`src/rtl/avalon_bus_arbiter.sv`:
```
// Two-master, one-slave Avalon-MM arbiter with round-robin grant, per-transfer
// grant hold, and a watchdog that force-completes transfers the slave never acknowledges.
module avalon_bus_arbiter #(
    parameter int unsigned          ADDR_W   = 32,
    parameter int unsigned          DATA_W   = 32,
    parameter int unsigned          TIMEOUT  = 64,
    parameter logic [DATA_W-1:0]    ERR_DATA = 32'hDEADBEEF
) (
    input  logic                 clk,
    input  logic                 reset,
    input  logic [ADDR_W-1:0]    m0_address,
    input  logic                 m0_read,
    input  logic                 m0_write,
    input  logic [DATA_W-1:0]    m0_writedata,
    input  logic [DATA_W/8-1:0]  m0_byteenable,
    output logic                 m0_waitrequest,
    output logic [DATA_W-1:0]    m0_readdata,
    input  logic [ADDR_W-1:0]    m1_address,
    input  logic                 m1_read,
    input  logic                 m1_write,
    input  logic [DATA_W-1:0]    m1_writedata,
    input  logic [DATA_W/8-1:0]  m1_byteenable,
    output logic                 m1_waitrequest,
    output logic [DATA_W-1:0]    m1_readdata,
    output logic [ADDR_W-1:0]    s_address,
    output logic                 s_read,
    output logic                 s_write,
    output logic [DATA_W-1:0]    s_writedata,
    output logic [DATA_W/8-1:0]  s_byteenable,
    input  logic                 s_waitrequest,
    input  logic [DATA_W-1:0]    s_readdata,
    output logic [1:0]           grant,
    output logic                 timeout_err
);

    typedef enum logic [1:0] {
        IDLE = 2'd0,
        GNT0 = 2'd1,
        GNT1 = 2'd2
    } state_e;

    localparam logic [7:0] WDOG_LAST = 8'(TIMEOUT - 1);

    state_e              state_q, state_d;
    logic                last_q, last_d;
    logic [7:0]          wdog_q, wdog_d;
    logic                terr_q, terr_d;

    logic                req0_s, req1_s, own1_s, req_own_s, read_own_s;
    logic                wait_own_s;
    logic [DATA_W-1:0]   rdata_own_s;

    assign req0_s     = m0_read | m0_write;
    assign req1_s     = m1_read | m1_write;
    assign own1_s     = (state_q == GNT1);
    assign req_own_s  = own1_s ? req1_s : req0_s;
    assign read_own_s = own1_s ? m1_read : m0_read;
    assign timeout_err = terr_q;

    // State, round-robin history, watchdog and sticky error registers
    always_ff @(posedge clk or negedge reset) begin
        if (!reset) begin
            state_q <= IDLE;
            last_q  <= 1'b1;
            wdog_q  <= 8'd0;
            terr_q  <= 1'b0;
        end else begin
            state_q <= state_d;
            last_q  <= last_d;
            wdog_q  <= wdog_d;
            terr_q  <= terr_d;
        end
    end

    // Arbitration, slave mux and completion/watchdog decisions
    always_comb begin
        state_d      = state_q;
        last_d       = last_q;
        wdog_d       = wdog_q;
        terr_d       = terr_q;
        grant        = 2'b00;
        s_address    = '0;
        s_read       = 1'b0;
        s_write      = 1'b0;
        s_writedata  = '0;
        s_byteenable = '0;
        wait_own_s   = 1'b1;
        rdata_own_s  = '0;

        case (state_q)
            IDLE: begin
                wdog_d = 8'd0;
                if (req0_s && req1_s) begin
                    state_d = last_q ? GNT0 : GNT1;
                end else if (req0_s) begin
                    state_d = GNT0;
                end else if (req1_s) begin
                    state_d = GNT1;
                end else begin
                    state_d = IDLE;
                end
            end
            GNT0, GNT1: begin
                grant        = own1_s ? 2'b10 : 2'b01;
                s_address    = own1_s ? m1_address    : m0_address;
                s_read       = own1_s ? m1_read       : m0_read;
                s_write      = own1_s ? m1_write      : m0_write;
                s_writedata  = own1_s ? m1_writedata  : m0_writedata;
                s_byteenable = own1_s ? m1_byteenable : m0_byteenable;
                wait_own_s   = s_waitrequest;
                rdata_own_s  = s_readdata;
                if (!req_own_s) begin
                    // Owner withdrew mid-transfer: drop the grant without crediting it
                    state_d = IDLE;
                    wdog_d  = 8'd0;
                end else if (!s_waitrequest) begin
                    state_d = IDLE;
                    last_d  = own1_s;
                    wdog_d  = 8'd0;
                end else if (wdog_q == WDOG_LAST) begin
                    wait_own_s  = 1'b0;
                    rdata_own_s = read_own_s ? ERR_DATA : s_readdata;
                    terr_d      = 1'b1;
                    state_d     = IDLE;
                    last_d      = own1_s;
                    wdog_d      = 8'd0;
                end else begin
                    wdog_d = wdog_q + 8'd1;
                end
            end
            default: begin
                state_d = IDLE;
            end
        endcase

        m0_waitrequest = (state_q == GNT0) ? wait_own_s  : 1'b1;
        m0_readdata    = (state_q == GNT0) ? rdata_own_s : '0;
        m1_waitrequest = (state_q == GNT1) ? wait_own_s  : 1'b1;
        m1_readdata    = (state_q == GNT1) ? rdata_own_s : '0;
    end

endmodule

```
`config.mk`:
```
export PLATFORM = sky130hd
export DESIGN_NAME = avalon_bus_arbiter
export DESIGN_NICKNAME = d
export VERILOG_FILES = /design/src/rtl/avalon_bus_arbiter.sv
export SDC_FILE = /design/constraint.sdc
export NUM_CORES = 1
export LEC_CHECK = 0
export ABC_AREA = 1
export CAP_MARGIN = 10
export CORE_AREA = 2 2 121 123
export DETAILED_ROUTE_END_ITERATION = 12
export DIE_AREA = 0 0 123 125
export PLACE_DENSITY = 0.71
export RECOVER_POWER = 100
export SLEW_MARGIN = 20
export SYNTH_ARGS = -nofsm -noshare
export SYNTH_HDL_FRONTEND = slang
export SYNTH_SLANG_ARGS = --single-unit
```
`constraint.sdc`:
```
create_clock -name clk -period 1.7 [get_ports clk]
set_input_delay 0.255 -clock clk [delete_from_list [all_inputs] [get_ports clk]]
set_output_delay 0.255 -clock clk [all_outputs]
set_load 0.03 [all_outputs]
```
== Word level (Yosys, flattened, before mapping) ==
Index checks and enable logic that the tools add are counted.

* Output and inout bits: 139
* Bits in registers: 12
* Word-level logic and storage cells: 58

* Bitwise operators: 2
* Mux-type cells: 40
* Add/sub/neg operators: 1
* Reduce and logical (&&, ||, !) cells: 6
* Equality and inequality tests: 5

{| class="wikitable"
|+ Operators with widths
! kind !! count
|-
| 2-to-1 mux 32 bit || 11
|-
| 2-to-1 mux 8 bit || 3
|-
| 2-to-1 mux 2 bit || 9
|-
| case mux 8 bit (2 select lines) || 1
|-
| 2-to-1 mux 1 bit || 13
|-
| adder 8 x 1 -> 8 bit (second input constant) || 1
|-
| equality test 8 x 6 -> 1 bit (second input constant) || 1
|-
| 2-to-1 mux 4 bit || 2
|-
| != test 4 bit (second input constant) || 1
|-
| case mux 2 bit (2 select lines) || 1
|-
| AND reduction 4 bit || 1
|-
| AND reduction 3 bit || 1
|-
| equality test 2 x 1 -> 1 bit (second input constant) || 1
|-
| equality test 2 bit (second input constant) || 1
|-
| logical NOT 2 bit || 1
|-
| != test 2 x 1 -> 1 bit (second input constant) || 1
|-
| OR 1 bit || 2
|-
| nonzero test 2 bit || 1
|-
| OR reduction 2 bit || 1
|-
| logical AND 1 bit || 1
|}

== Depth between registers and ports, before layout ==
Gate-level depths: netlist (run 1).

* Word-level depth: 8
* Mapped depth: 10
* Gate-level depth less buffers: 9

== Least setup slack after synthesis (run 1) ==
Ideal clock, no wire load.

* Path type: reg2out
* Start point: register state_q[0]
* End point: output m0_readdata[16]
* Required time: 1.445 ns
* Data arrival time: 1.815 ns
* Buffers on the path: 2
* Setup slack: -0.370 ns
* Cell stages (with the launch flop): 10
* Path through: dfrtp_1 inv_1 ha_1 buf_4 nand2_1 nand3_2 buf_4 o21bai_2 nand2_1 nor2_1

* Longest elaborated chain between the ends: 8

{| class="wikitable"
|+ Ends and longest elaborated chain
! item !! line !! text
|-
| start: declaration || 44 || <nowiki>state_e state_q, state_d;</nowiki>
|-
| start signal: assignment || 68 || <nowiki>state_q <= state_d;</nowiki>
|-
| equality test 2 bit (*) || 55 || <nowiki>assign own1_s = (state_q == GNT1);</nowiki>
|-
| net own1_s || 49 || <nowiki>logic req0_s, req1_s, own1_s, req_own_s, read_own_s;</nowiki>
|-
| 2-to-1 mux 1 bit || 57 || <nowiki>assign read_own_s = own1_s ? m1_read : m0_read;</nowiki>
|-
| 2-to-1 mux 32 bit || 122 || <nowiki>rdata_own_s = read_own_s ? ERR_DATA : s_readdata;</nowiki>
|-
| 2-to-1 mux 32 bit || 120 || <nowiki>end else if (wdog_q == WDOG_LAST) begin</nowiki>
|-
| 2-to-1 mux 32 bit || 116 || <nowiki>end else if (!s_waitrequest) begin</nowiki>
|-
| 2-to-1 mux 32 bit || 112 || <nowiki>if (!req_own_s) begin</nowiki>
|-
| 2-to-1 mux 32 bit (*) || 90 || <nowiki>case (state_q)</nowiki>
|-
| 2-to-1 mux 32 bit (*) || 137 || <nowiki>m0_readdata = (state_q == GNT0) ? rdata_own_s : '0;</nowiki>
|-
| end: declaration || 17 || <nowiki>output logic [DATA_W-1:0] m0_readdata,</nowiki>
|}

Mark *: on every way through the listed nets, which the timed path passes. The rest lies on a longest branch.

== Final worst setup path (run 1) ==
* Start point: register state_q[1]
* End point: output m1_readdata[7]

* Longest elaborated chain between the ends: 8

{| class="wikitable"
|+ Ends and longest elaborated chain
! item !! line !! text
|-
| equality test 2 bit || 55, 90, 139 ||
|-
| 2-to-1 mux 1 bit || 57 ||
|-
| 2-to-1 mux 32 bit || 122 ||
|-
| 2-to-1 mux 32 bit || 120 ||
|-
| 2-to-1 mux 32 bit || 116 ||
|-
| 2-to-1 mux 32 bit || 112 ||
|-
| 2-to-1 mux 32 bit || 90 ||
|-
| 2-to-1 mux 32 bit (*) || 139 || <nowiki>m1_readdata = (state_q == GNT1) ? rdata_own_s : '0;</nowiki>
|-
| end: declaration || 24 || <nowiki>output logic [DATA_W-1:0] m1_readdata,</nowiki>
|}

Every way passes the cells marked *; elsewhere a longest branch is shown, timed or not.

==> metrics.txt, run 1 <==
status=finished, violations left; failing checks=setup timing; Starting Density=17.5%; most common cell in the netlist=nor2_1; largest net degree at the start of global routing=65; Leakage=3.57 nW; hold slack=0.469 ns; final setup vio count=140; die area=0.0154 mm2; Final Core Density=63.4%; clock transition at the registers of the reported paths=0.05 ns; min cycle time layout=2.15 ns; FP Rows=44; Synthesized Nets=657; die width=123 um; Congestion Overflow GR=0; worst r2r src=state_q[1]; CP Max Fanout=8; Die Ht=125 um; Min-Delay Path Class=input port to async pin; I/O Buffers=313; final WL=18,200 um; Final nets=1,038; met1 GRT Util=24.2%; Synth area leaders=nor2_1 32%, o21ai_0 15%, dfrtp_1 11%; CP startpoint=state_q[1]; # diodes=0; vias in the first global route=4,639; DR vias=4,724; Tot Pwr=20.8 mW; #FFs+latches synth=12; switching share of power=53.3%; register area share after synthesis=12.2%; share of power burned in registers=1.8%; Critical Path RT=1.44 ns; Area Growth Syn to Fin=263%; Final WS setup=-0.453 ns; Main synth FF type=dfrtp_1; Gate Count Post-Synth=476; share of layout cells above drive strength 1=62.0%; Initial DRC Count=142; Crit Path Category=flop to primary output; DR DRC count=0; RePlAce Congestion=0.849; post-route ant nets=0; Ports=314; root buffer cell=clkbuf_16; clk sinks=12; warnings from Yosys=0; Max-Cap Viols=0; final slew viol count=0; Clock Skew=0.00477 ns; Yosys top cell by area=nor2_1; Combinational Power Share=95.8%; max frequency=465 MHz; met2 GRT Util=37.7%; met3 Use GR=4.29%; Net Sw Power=11.1 mW; worst slew pin tran=0.620 ns; P_int=9.74 mW; PwrDens=2310 mW/mm2; Mapped Area=0.00248 mm2; maximum vdd ir drop=0.00139 V; r2r setup slk=-0.31 ns; RSZ-0062 raised after global routing=yes; fin crit share=127%; layer with the highest usage=met2; hpwl dp=12,000 um; Worst Reg-to-Reg Cells=12; CTS Buf Count=3; H-tree depth=1; DR vias/cell=4.54; reg2reg end=last_q; top cells by count, synth=212 x nor2_1, 72 x o21ai_0, 57 x nand2_1, 20 x clkbuf_1, 19 x o21bai_2; Pre-antenna DRT Iters=4; slew margin rel.=58.5%; core region area=0.0142 mm2; GR Util All Layers=20.5%; area share of the largest cell type after synthesis=32.1%; CP endpoint=m1_readdata[7]; EDFF count, synth=0; Crit. End Element=primary output; Arrival @ worst endpoint=1.90 ns; initial antenna violation count=0; TritonCTS clock tree=built; latest clock arrival within the worst-skew pair=0.24 ns; CTS max path bufs=2; Final Hold Vio Count=0; WL per Instance=17.5 um; Cell variety after synth=25; Startpoint Class=flop; mean post-synth cell area=5.21 um2; Filler Cell Count=1,102; async set-reset flop share out of synthesis=100%; Clock Power Share=2.3%; first-pass GRT wire length=25,000 um
-- routing by layer --
layer | vias up | wire (um)
li1 | 2289 | -
met1 | 2185 | 6690
met2 | 226 | 9830
met3 | 24 | 1310
met4 | 0 | 321
met5 | - | 0
-- registers in the layout (all words and copies together), names as in the netlist --
register,flops
last_q,1
state_q,2
timeout_err,1
wdog_q,8
-- layout make-up --
class,count,area [um2],area share (%)
Tap cell,184,230,2.56
Clock buffer,4,88.8,0.987
Multi-Input combinational cell,408,3570,39.7
Inverter,18,92.6,1.03
Sequential cell,12,302,3.35
Timing Repair Buffer,414,4720,52.4
-- layout by cell type, fill, tap and decap left out, types with 2 or more instances in the layout --
cell type,count
a21oi_1,7
buf_12,32
buf_16,6
buf_4,47
buf_6,144
buf_8,4
clkbuf_16,6
clkdlybuf4s50_1,173
dfrtp_1,11
dlygate4sd3_1,2
ha_1,2
ha_4,3
inv_1,9
inv_2,5
inv_6,2
nand2_1,20
nand2_2,24
nand2_4,14
nand3_1,7
nand3_4,10
nand4_1,2
nor2_1,70
nor2_2,24
nor2_4,120
o21ai_0,3
o21ai_1,10
o21ai_2,44
o21ai_4,15
o21bai_1,6
o21bai_2,18
o21bai_4,2
xnor2_1,2
-- what timing repair did --
action	4_1_cts	5_1_grt
endpoints found under the setup margin	150	149
hold buffers	0	0
cloned	5	4
buffers inserted	22	10
gates resized for setup	295	152
pin swaps	29	41
-- critical path, cell delays in order, from the launching register on --
cell and delay, ns:
dfrtp_1 0.41, buf_6 0.13, inv_4 0.03, ha_4 0.32, buf_12 0.14, buf_8 0.11
buf_12 0.15, nand2_4 0.08, nor2_4 0.12, buf_6 0.15
-- through the flow --
stage / setup TNS (ns) / cells / setup WS (ns) / area (um2)
4_1_cts: -50.41 / 1029 / -0.427 / 8310
2_1_floorplan: -6.55 / 476 / -0.120 / 3620
3_3_place_gp: -54.64 / 1005 / -0.683 / 7160
3_5_place_dp: -56.96 / 1005 / -0.699 / 7160
6_report: -48.04 / 1040 / -0.453 / 9000
5_1_grt: -58.03 / 1040 / -0.511 / 9000
-- worst min-delay path by stage --
stage                  end  cells past startpoint
2_1_floorplan   state_q[0]                      0
3_5_place_dp   timeout_err                      1
5_1_grt         state_q[0]                      1
6_report        state_q[0]                      1
3_3_place_gp   timeout_err                      1
4_1_cts         state_q[0]                      1
-- logic make-up (layout without fill, tap and decap cells) --
kind of cell             count (synthesis)  in the layout  share of synthesized area [%]
buffers and inverters                   56            436                           10.1
adder cells (fa/ha/maj)                  6              6                           3.03
AND/OR/NAND/NOR                        292            292                           46.5
XOR/XNOR                                 3              3                           1.06
flip-flops                              12             12                           12.2
AO/OA/AOI/OAI                          107            107                           27.1
-- power groups by stage --
stage / combinational (mW) / clock, mW / sequential, mW
finish: 20.0 / 0.489 / 0.376
CTS: 17.8 / 0.496 / 0.376
global placement: 14.2 / 0 / 0.374
detailed placement: 14.3 / 0 / 0.380
global route: 20.9 / 0.515 / 0.383
floorplan: 8.88 / 0 / 0.388
Note: power is estimated with default switching activity, not from simulation.
==> run 2: changes to the inputs <==
Settings changed: PLACE_DENSITY 0.71 to default.
==> metrics.txt, run 2 (same netlist as run 1, synthesis figures left out) <==
status=finished, violations left; failing checks=setup timing; DR vias/cell=4.61 (+1.4%); initial antenna violation count=0 (unchanged); share of layout cells above drive strength 1=62.2% (+0.13 points); Ports=314 (unchanged); Critical Path RT=1.44 ns (about the same); post-route ant nets=0 (unchanged); CTS Buf Count=3 (unchanged); PwrDens=2290 mW/mm2 (-0.92%); TritonCTS clock tree=built; Crit Path Category=flop to primary output; Min-Delay Path Class=input port to async pin; Regs by FF count=wdog_q (8), state_q (2); DR vias=4,732 (+0.17%); maximum vdd ir drop=0.00129 V (-7.3%); Final WS setup=-0.396 ns (+0.0570 ns); RePlAce Congestion=0.882 (+3.9%); Clock Skew=0.00288 ns (-0.00189 ns); H-tree depth=1 (unchanged); hold slack=0.456 ns (-0.0134 ns); most flop-heavy register=wdog_q; core region area=0.0142 mm2 (unchanged); vias in the first global route=4,552 (-1.9%); Final Hold Vio Count=0 (unchanged); slew margin rel.=61.5% (+3.0 points); min cycle time layout=2.10 ns (-0.0570 ns); latest clock arrival within the worst-skew pair=0.24 ns (about the same); final slew viol count=0 (unchanged); Filler Cell Count=1,178 (+6.9%); Startpoint Class=flop; Leakage=3.47 nW (-2.7%); worst slew pin tran=0.576 ns (-0.0444 ns); setup_tns=-43.79 ns (+4.25 ns); commonest non-fill, non-tap cell in the layout=clkdlybuf4s50_1; Arrival @ worst endpoint=1.84 ns (-0.06 ns); WL per Instance=18.2 um (+4.4%); GR Util All Layers=20.5% (-0.049 points); FP Rows=44 (unchanged); Area Growth Syn to Fin=260%; Pre-antenna DRT Iters=4 (unchanged); Multi-input gate area=0.00364 mm2 (+1.8%); Starting Density=17.5% (unchanged); root buffer cell=clkbuf_16; Final nets=1,025 (-1.3%); I/O Buffers=313 (unchanged); clock transition at the registers of the reported paths=0.04 ns (about the same); largest net degree at the start of global routing=28 (-57%); Congestion Overflow GR=0 (unchanged); Crit. End Element=primary output; RSZ-0062 raised after global routing=yes; # diodes=0 (unchanged); commonest cells after routing, fill and taps aside=173 x clkdlybuf4s50_1, 121 x nor2_4, 115 x buf_6, 58 x buf_4, 57 x nor2_1; clk sinks=12 (unchanged); DR DRC count=0 (unchanged); first-pass GRT wire length=24,600 um (-1.7%); setup slack after placement=-0.329 ns (+0.369 ns); Max-Cap Viols=0 (unchanged); final setup vio count=140 (unchanged); final WL=18,700 um (+3.1%); max reg flops=8 (unchanged); Initial DRC Count=115 (-19%); die width=123 um (unchanged); Die Ht=125 um (unchanged); CTS max path bufs=2 (unchanged); die area=0.0154 mm2 (unchanged); max frequency=477 MHz (+2.7%); register area=302 um2 (unchanged); fin crit share=123% (-3.4 points); hpwl dp=13,100 um (+8.6%); CP Max Fanout=24 (+16)
run 2: layout make-up:
type | instances | share of cell area, %
well taps | 184 | 2.57
multi-input cells | 408 | 40.7
flip-flops and latches | 12 | 3.37
repair buffers | 401 | 51.5
clock buffers | 4 | 0.882
inverters | 18 | 1.01
run 2: stage by stage:
stage	utilization, %	area (um2)	total power, mW	instances
final	62.9	8940	20.5	1027
after global routing	62.9	8940	21.4	1027
after CTS	55.9	7940	17.4	1010
after detailed placement	50.3	7140	14.5	993
after global placement	50.3	7140	14.4	993
after floorplan	-	3620	9.27	476
run 2: report_power, final:
group	leakage [nW]	internal, mW	total (mW)	switching [mW]
clock network	0.0382	0.315	0.437	0.121
registers	0.159	0.339	0.375	0.0365
logic	3.28	8.79	19.7	10.9
total	3.47	9.44	20.5	11.1
run 2: critical path, cell delays in order (launching register included):
cell      delay, ns
dfrtp_1        0.38
inv_2          0.10
ha_4           0.17
inv_4          0.05
nand2_4        0.07
nand3_4        0.08
buf_12         0.19
o21bai_2       0.18
nand2_2        0.11
nor2_4         0.11
buf_6          0.14
run 2: timing repair:
item / in CTS / in global routing
hold buffers: 0 / 0
gates cloned: 5 / 11
buffers inserted: 8 / 8
setup endpoints to repair: 145 / 144
resized for setup: 185 / 188
pin swaps: 14 / 57
run 2: layer usage:
metal  share of wire (%)  global-route usage, %  wire length (um)  vias to the layer above
li1                    -                      -                 -                     2258
met1                  35                   21.7              6530                     2241
met2                  55                   40.2             10300                      209
met3                 7.8                   4.74              1450                       24
met4                 2.1                   4.14               395                        0
met5                   0                      0                 0                        -
run 2: worst paths after layout:
path,startpoint,end,slack (ns),depth (start not counted)
worst min register to register,timeout_err,timeout_err,0.47,1
worst max register to register,state_q[0],last_q,-0.07,11
worst min-delay path,reset,state_q[1],0.46,1
worst max-delay path,state_q[0],m0_readdata[9],-0.40,10
max in group asynchronous,reset,wdog_q[7],0.87,1
min in group clk,timeout_err,timeout_err,0.47,1
==> run 3: changes to the inputs <==
--- a/constraint.sdc
+++ b/constraint.sdc
@@ -3,2 +3,2 @@
 set_output_delay 0.255 -clock clk [all_outputs]
-set_load 0.03 [all_outputs]
+set_load 0.05 [all_outputs]
==> metrics.txt, run 3 (same netlist as run 1, synthesis figures left out) <==
status=finished, violations left; failing checks=setup timing; r2r setup slk=-0.10 ns (-0.03 ns); Buf/Inv on CP=4 (unchanged); die width=123 um (unchanged); first-pass GRT wire length=28,500 um (+16%); CTS max path bufs=2 (unchanged); share of layout cells above drive strength 1=61.3% (-0.90 points); CP delay by family, top=simple AND/OR/NAND/NOR gates; H-tree depth=1 (unchanged); Max-Cap Viols=0 (unchanged); Initial DRC Count=157 (+37%); Crit. End Element=primary output; latest clock arrival within the worst-skew pair=0.24 ns (about the same); most flop-heavy register=wdog_q; post-route ant nets=0 (unchanged); max reg flops=8 (unchanged); Pre-antenna DRT Iters=4 (unchanged); GR Util All Layers=24.0% (+3.5 points); register area=303 um2 (+0.41%); FP Rows=44 (unchanged); final setup vio count=144 (+2.9%); die area=0.0154 mm2 (unchanged); clock transition at the registers of the reported paths=0.05 ns (about the same); CTS Buf Count=3 (unchanged); CP Max Fanout=5 (-79%); fin crit share=130% (+6.5 points); Worst path slowest cell=dfrtp_1; commonest non-fill, non-tap cell in the layout=clkdlybuf4s50_1; Ports=314 (unchanged); vias in the first global route=4,894 (+7.5%); root buffer cell=clkbuf_16; CP startpoint=state_q[0]; RePlAce Congestion=0.949 (+7.5%); Regs by FF count=wdog_q (8), state_q (2); core region area=0.0142 mm2 (unchanged); hpwl dp=14,300 um (+9.7%); Worst Reg-to-Reg Cells=10 (-1); placed inst area=0.00876 mm2 (+23%); Startpoint Class=flop; final WL=20,400 um (+8.8%); final slew viol count=0 (unchanged); Final nets=1,021 (-0.39%); Final Hold Vio Count=0 (unchanged); worst slew pin tran=0.609 ns (+0.0327 ns); Clock Skew=0.00400 ns (+0.00112 ns); reg2reg end=state_q[0]; CTS hold repair buffers=0 (unchanged); Final Core Density=71.1% (+8.1 points); Crit Path Category=flop to primary output; Min-Delay Path Class=input port to async pin; Critical Path RT=1.44 ns (about the same); DR DRC count=0 (unchanged); CP endpoint=m0_waitrequest; slew margin rel.=59.3% (-2.2 points); commonest cells after routing, fill and taps aside=173 x clkdlybuf4s50_1, 149 x buf_12, 136 x nor2_4, 74 x nor2_1, 42 x buf_4; Arrival @ worst endpoint=1.95 ns (+0.11 ns); Area Growth Syn to Fin=307%; clk sinks=12 (unchanged); cell area after layout=0.0101 mm2 (+13%); Final WS setup=-0.506 ns (-0.110 ns); WL per Instance=19.9 um (+9.1%); worst r2r src=state_q[0]; Multi-input gate area=0.00372 mm2 (+2.3%); largest net degree at the start of global routing=30 (+7.1%); critical-path cell list=inv_2, ha_4, inv_4, buf_4, nand2_1, nand2_1, nor2_4, nand2_2, o21ai_4, nand2_2, buf_12; RSZ-0062 raised after global routing=yes; DR vias=4,803 (+1.5%); TritonCTS clock tree=built; Filler Cell Count=990 (-16%); max incr delay on CP=0.40 ns (+0.02 ns); max frequency=453 MHz (-5.0%); initial antenna violation count=1 (+1); min cycle time layout=2.21 ns (+0.110 ns); Starting Density=17.5% (unchanged); I/O Buffers=313 (unchanged); Die Ht=125 um (unchanged); Congestion Overflow GR=0 (unchanged); DR vias/cell=4.69 (+1.8%); Levels on crit path=11 (+1)
-- run 3: changes by cell type in the layout (fill, tap and decap cells not counted), moves of 2 or more --
cell       previous run  this run
o21ai_0               5         2
buf_16                5        12
nor2_2               36         4
nor2_1               57        74
buf_8                 1         3
buf_12               37       149
o21ai_2              27        34
buf_6               115         7
clkbuf_16            12        10
o21ai_4              24        27
o21ai_1              16         9
nor2_4              121       136
buf_4                58        42
-- run 3: how the worst min path moves through the flow --
stage | cells after the start | start | to
3_3_place_gp | 1 | timeout_err | timeout_err
2_1_floorplan | 0 | reset | state_q[0]
5_1_grt | 2 | last_q | last_q
6_report | 1 | reset | wdog_q[0]
3_5_place_dp | 1 | timeout_err | timeout_err
4_1_cts | 1 | reset | state_q[1]
-- run 3: worst register-to-register path: stages (launching register included) --
cell	delay, ns
dfrtp_1	0.40
inv_2	0.08
ha_4	0.19
inv_4	0.05
buf_4	0.21
nand2_1	0.09
nand2_1	0.13
nor2_1	0.25
nand2_4	0.15
nand2_1	0.08
nand2_1	0.05
-- run 3: routing by layer --
| layer | GRT usage (%) | up-vias | part of all wire (%) |
|---|---|---|---|
| met5 | 0 | - | 0 |
| met4 | 5.35 | 0 | 3.0 |
| met3 | 4.15 | 29 | 6.7 |
| met2 | 45.2 | 229 | 54 |
| met1 | 27.7 | 2286 | 36 |
| li1 | - | 2259 | - |
-- run 3: stage by stage --
| step | setup WS [ns] | instances | hold WS, ns | TNS [ns] |
|---|---|---|---|---|
| floorplan | -0.209 | 476 | -0.0406 | -16.29 |
| global placement | -0.347 | 989 | 0.475 | -24.48 |
| detailed placement | -0.388 | 989 | 0.481 | -27.94 |
| CTS | -0.475 | 1009 | 0.404 | -57.52 |
| global route | -0.594 | 1024 | 0.497 | -68.60 |
| finish | -0.506 | 1024 | 0.464 | -58.63 |
-- run 3: area by class of cell --
class / instances / area share (%)
Sequential cell: 12 / 3.00
Clock buffer: 4 / 0.880
Tap cell: 184 / 2.28
Inverter: 18 / 0.719
Timing Repair Buffer: 396 / 56.2
Antenna cell: 1 / 0.0248
Multi-Input combinational cell: 409 / 36.8
-- run 3: timing repair --
action | CTS | global route
gates resized for setup | 76 | 84
buffers inserted | 7 | 5
cloned | 9 | 9
setup endpoints to repair | 143 | 148
pin swaps | 41 | 36
Power of run 3 is not shown: default switching activity piles up to over one toggle a cycle in this logic, so the estimate is an artifact.
